File: config.mk
export PLATFORM = sky130hd
export DESIGN_NAME = mux2_arbiter
export DESIGN_NICKNAME = d
export VERILOG_FILES = /design/src/rtl/mux2_arb_pkg.sv /design/src/rtl/mux2.sv /design/src/rtl/mux2_arbiter.sv
export SDC_FILE = /design/constraint.sdc
export NUM_CORES = 1
export LEC_CHECK = 0
export BUFFER_PORTS_ARGS = -buffer_cell sky130_fd_sc_hd__buf_2
export CORE_MARGIN = 5
export CORE_UTILIZATION = 45
export CTS_CLUSTER_SIZE = 28
export DETAILED_ROUTE_END_ITERATION = 6
export GPL_TIMING_DRIVEN = 0
export SYNTH_ARGS = -nofsm -noshare
export SYNTH_HDL_FRONTEND = slang
export SYNTH_HIERARCHICAL = 1
export SYNTH_SLANG_ARGS = --single-unit
export TNS_END_PERCENT = 5
File: constraint.sdc
create_clock -name clk -period 2.4 [get_ports clk]
set_input_delay 0.24 -clock clk [delete_from_list [all_inputs] [get_ports clk]]
set_output_delay 0.24 -clock clk [all_outputs]
set_load 0.03 [all_outputs]
File: src/rtl/mux2_arb_pkg.sv
// mux2_arb_pkg: shared state encoding and counter width for the mux2 arbiter
package mux2_arb_pkg;
  localparam int HOLD_CNT_W = 8;
  typedef enum logic [1:0] {
    IDLE = 2'b00,
    GNT0 = 2'b01,
    GNT1 = 2'b10
  } arb_state_t;
endpackage

File: src/rtl/mux2.sv
// mux2: single-bit two-input multiplexer
module mux2 (
  input  logic a,
  input  logic b,
  input  logic sel,
  output logic y
);
  assign y = sel ? b : a;
endmodule

File: src/rtl/mux2_arbiter.sv
// mux2_arbiter: round-robin two-requester arbiter owning a mux2 datapath select
module mux2_arbiter
  import mux2_arb_pkg::*;
#(
  parameter int WIDTH    = 1,
  parameter int MAX_HOLD = 8
) (
  input  logic             clk,
  input  logic             reset,
  input  logic [1:0]       req,
  input  logic [WIDTH-1:0] d0,
  input  logic [WIDTH-1:0] d1,
  output logic [1:0]       gnt,
  output logic             sel,
  output logic [WIDTH-1:0] z
);
  localparam logic [HOLD_CNT_W-1:0] LIM = HOLD_CNT_W'(MAX_HOLD - 1);
  arb_state_t            state_q, state_d;
  logic                  last_q, last_d;
  logic [HOLD_CNT_W-1:0] cnt_q, cnt_d;
  logic                  mine, oth, tmo, entry;
  logic [WIDTH-1:0]      y;
  // next state, last-served flag and hold counter
  always_comb begin
    mine    = state_q[1] ? req[1] : req[0];
    oth     = state_q[1] ? req[0] : req[1];
    tmo     = (MAX_HOLD != 0) && oth && (cnt_q == LIM);
    state_d = (state_q == IDLE) ? ((req == 2'b11) ? (last_q ? GNT0 : GNT1) :
                                   req[0] ? GNT0 : req[1] ? GNT1 : IDLE) :
              (state_q == GNT0 || state_q == GNT1) ?
                ((mine && !tmo) ? state_q : oth ? ((state_q == GNT0) ? GNT1 : GNT0) : IDLE) :
              IDLE;
    entry   = (state_d != state_q) && (state_d != IDLE);
    last_d  = entry ? (state_d == GNT1) : last_q;
    cnt_d   = entry ? '0 : (state_q == IDLE) ? cnt_q :
              oth ? ((cnt_q == '1) ? cnt_q : cnt_q + 1'b1) : '0;
  end
  // state register; the state encoding doubles as the registered grant
  always_ff @(posedge clk) begin
    if (reset) begin
      state_q <= IDLE;
      last_q  <= 1'b1;
      cnt_q   <= '0;
    end else begin
      state_q <= state_d;
      last_q  <= last_d;
      cnt_q   <= cnt_d;
    end
  end
  assign gnt = state_q;
  assign sel = state_q[1];
  for (genvar i = 0; i < WIDTH; i++) begin : g_mux
    mux2 u_mux (.a(d0[i]), .b(d1[i]), .sel(sel), .y(y[i]));
  end
  assign z = (gnt != 2'b00) ? y : '0;
endmodule

# After elaboration in Yosys (flattened, before gate mapping)
# Cells that the tools add are included.
# W data, S select, Z words.
# classes
n_addsub,1
n_eq_ne,8
n_mux,15
n_bitwise,1
n_reduce_logical,10
# ops
operator,count
$mux W2,9
$mux W8,2
$add A8 B1 Y8 const B,1
$eq A8 B3 Y1 const B,1
$eq A8 B8 Y1 const B,1
$eq A2 B2 Y1 const B,3
$mux W1,4
$reduce_bool A2 Y1,2
$logic_and A1 B1 Y1,3
$eq A2 B1 Y1 const B,1
$logic_not A2 Y1,1
$ne A2 B2 Y1,1
$ne A2 B2 Y1 const B,1
$reduce_and A2 Y1,1
$reduce_or A2 Y1,1
$logic_not A1 Y1,1
$logic_or A1 B1 Y1,1
$not A1 Y1,1
# word_totals
ff_bits,11
input_bits,6
elab_cells,38

# Longest topological paths before layout
# depth
word_depth,10
depth_mapped,10
ltp_nobuf,7

# Cells and area by module
# Netlist, hierarchy kept.
# by_module_without_submodules
mod,instances,cells_per_inst,area_each_um2
mux2_arbiter,1,97,844.6
mux2,1,1,15.0

# Worst setup path before layout
# Ideal clock, no wire load.
# synth_path
path_type,reg-to-reg
start,register state_q[1] (netlist: gnt[1])
end,register cnt_q[0]
setup_time_ps,148
t_arrival_ps,2237
t_required_ps,2252
slack_ps,16
stages_incl_launch_ff,9
path_buffers,1
period_less_slack_ps,2384
path_cell_list,dfxtp_1 > buf_6 > inv_1 > ha_1 > nor2b_1 > nor3b_1 > a21oi_1 > o21ai_0 > nor4_1
# synth_via
elab_chain_len,10
word_cells_on_any_way,22
classes_between,4 x eq/ne; 8 x mux; 1 x bitwise; 9 x reduce/logical
# synth_rtl
item,line_no,text
start: declaration,mux2_arbiter.sv:18,"arb_state_t state_q, state_d;"
start signal: assignment,mux2_arbiter.sv:45,state_q <= state_d;
"parallel branches: the longest is 10 deep, another holds $eq A2 B1 Y1",n/a,
end signal: assignment,mux2_arbiter.sv:47,cnt_q <= cnt_d;
end: declaration,mux2_arbiter.sv:20,"logic [HOLD_CNT_W-1:0] cnt_q, cnt_d;"
# Parallel ways; which one is timed is not known.
# A chain may end at the register's enable or synchronous reset.

# Worst setup path in the final report
# layout_path
start,register state_q[1] (netlist: gnt[1])
end,register cnt_q[6]
# The elaborated chain is that of the path after synthesis.

==> impl_metrics.json <==
{
  "setup.worst_path.class": "reg -> reg",
  "num-nets-final": 123,
  "synthesis.nets": 107,
  "yosysSeqAreaShare_pct": 25.6,
  "first_iter_violations": 24,
  "mostFrequentLayoutCells": "10 x dfxtp_1, 9 x buf_2, 8 x nand2_1, 8 x nor4_1",
  "stdcell_area_um2": 1020,
  "reg2reg_from": "gnt[1]",
  "io_pins": 10,
  "ant_nets": 0,
  "syn_area_per_cell_um2": 8.77,
  "p_leak_uw": 0.000381,
  "die_h_um": 53.7,
  "worst_slew_margin_rel_pct": 68.5,
  "reg2reg_to": "cnt_q[6]",
  "fin_cells": 138,
  "die_w_um": 53.7,
  "clock-sinks": 11,
  "finalSetupViolCount": 0,
  "grt.total_usage_pct": 16.6,
  "yosys.area.top_type": "dfxtp_1",
  "ys.flop_type": "dfxtp_1",
  "fin_total_pwr_uw": 473,
  "hpwl_mm": 1.53,
  "io_buffer_count": 9,
  "synthCells": 98,
  "dr.pass1.iters": 4,
  "yosysUniqueCellTypes": 42,
  "tightest_slew_ns": 0.459,
  "wl_per_cell_um": 15.0,
  "status": "finished, final reports clean",
  "insertion_delay_ns": 0.27,
  "slew_violations": 0,
  "crit_start": "gnt[1]",
  "yosys_warnings": 6,
  "final_common_cell": "dfxtp_1",
  "drc": 0,
  "syn_area_um2": 860,
  "antenna_cells": 0,
  "num_rows": 15,
  "htreeDepth": 1,
  "grt_max_degree": 11,
  "endpoint_kind": "flip-flop",
  "cts_buffers": 3,
  "gp_congestion": 0.802,
  "grt_pass1_vias": 760,
  "place_inst": 132,
  "root_buffer": "clkbuf_4",
  "hp-class": "in -> reg",
  "grt_pass1_wl_mm": 3.47,
  "rrSetupSlack_ns": 0.10,
  "wirelength_mm": 2.08,
  "synthArstFlopShare_pct": 0,
  "timing.fmax_mhz": 436,
  "hold_viol_final": 0,
  "clk_pin_slew_ns": 0.07,
  "initial_core_util_pct": 48.7,
  "yosysTopAreaCellShare_pct": 25.6,
  "ctsHoldBuffers": 0,
  "finalSetupTns_ns": 0,
  "synth-edff-count": 0,
  "worstPathMaxFanout": 10,
  "antenna_found_initial": 0,
  "area_delta_synth_final_pct": 18.6,
  "min_period_over_period_pct": 95.6,
  "die_area_um2": 2880,
  "drv_cap": 0,
  "endpoint": "cnt_q[6]",
  "power_density_nw_per_um2": 464,
  "drive_gt1_share_pct": 28.3,
  "ys_ff_latch": 11,
  "viasPerCell": 6.24,
  "cts_max_path_buffers": 2,
  "ir_drop_uv": 406,
  "reg2reg_depth": 11,
  "cp-start-kind": "flip-flop",
  "cts_tree": "done",
  "finish.utilization_pct": 57.8,
  "vias": 861,
  "cp.arrival_ns": 2.44,
  "min_period_ns": 2.30,
  "grt_overflow": 0,
  "nFillCells": 168,
  "core-area_um2": 1760,
  "critical_path_required_ns": 2.54,
  "fin_skew_ns": 0.00169,
  "synth_area_leaders": "dfxtp_1 26%, nor4_1 5.8%, ha_1 4.4%",
  "dpl-instance-area_um2": 936
}
-- metrics by stage --
step | setup WS, ns | hold slack (ns)
after floorplan | 0.0156 | 0.312
after global placement | -0.175 | 0.455
after detailed placement | -0.243 | 0.456
after CTS | 0.0483 | 0.166
after global routing | -0.00611 | 0.166
final | 0.105 | 0.167
-- worst min path at each step --
stage / startpoint / endpoint / slack [ns] / depth (start not counted)
after floorplan: reset / gnt[0] / 0.31 / 1
after global placement: reset / gnt[1] / 0.46 / 2
after detailed placement: reset / gnt[1] / 0.46 / 2
after CTS: reset / gnt[1] / 0.17 / 2
after global routing: reset / gnt[1] / 0.17 / 2
final: reset / gnt[1] / 0.17 / 2
-- area by class of cell --
cell class	instances	area, um2	share of cell area (%)
multi-input cells	77	612	60.0
repair buffers	11	72.6	7.12
plain buffers	5	33.8	3.31
well taps	25	31.3	3.07
inverters	5	22.5	2.21
flip-flops and latches	11	221	21.7
clock buffers	4	26.3	2.58
-- per-layer routing --
| layer | global-route usage (%) | up-vias | share of wire, % |
|---|---|---|---|
| met5 | 0 | - | 0 |
| met3 | 3.88 | 2 | 11 |
| met1 | 23.7 | 399 | 45 |
| met2 | 23.8 | 47 | 44 |
| met4 | 5.96 | 0 | 0.63 |
| li1 | - | 413 | - |
-- critical path, cell delays in order, from the launching register on --
cell,delay (ns)
dfxtp_2,0.37
buf_6,0.15
clkinvlp_4,0.14
ha_1,0.22
clkbuf_4,0.19
and2_1,0.19
a22oi_1,0.24
a221oi_2,0.11
buf_4,0.17
nor3_4,0.20
buf_12,0.15
nor4_1,0.05
-- report_power, final --
group          total [uW]  internal [uW]  leakage [uW]  switching, uW
Combinational         146           56.8      0.000277           89.7
Clock                 129           64.3     0.0000150           65.2
Sequential            197            190     0.0000897           7.83
Total                 473            311      0.000381            163
-- flip-flops by register name, indices dropped and copies added (netlist names) --
register / flops
cnt_q: 8
gnt: 2
last_q: 1
-- synthesized netlist by cell type (2+ instances only) --
master,n
nand2b_1,2
mux2i_1,2
o21ai_0,2
nor2_1,3
dfxtp_1,11
nor3b_1,2
and3_1,3
ha_1,3
o211ai_1,4
a22oi_1,2
nor2b_1,4
clkbuf_1,2
nand2_1,8
inv_1,5
a31oi_1,4
nor4_1,8
a21oi_1,4
o2111ai_1,2
nand3_1,4
-- repair_timing --
| item | CTS | global route |
|---|---|---|
| setup buffers | 0 | 2 |
| gates cloned | 0 | 0 |
| pin swaps | 0 | 3 |
| endpoints found under the setup margin | 8 | 9 |
| gates resized for setup | 3 | 5 |
-- cells by family (layout without fill, tap and decap cells) --
| group | after synthesis | after routing | share of synthesized area [%] |
|---|---|---|---|
| adder cells (fa/ha/maj) | 3 | 3 | 4.37 |
| XOR/XNOR | 1 | 1 | 1.02 |
| AND/OR/NAND/NOR | 43 | 43 | 32.3 |
| AO/OA/AOI/OAI | 26 | 26 | 25.5 |
| multiplexers | 4 | 4 | 5.39 |
| buffers and inverters | 10 | 25 | 5.82 |
| flip-flops | 11 | 11 | 25.6 |
Note: power is estimated with default switching activity, not from simulation.
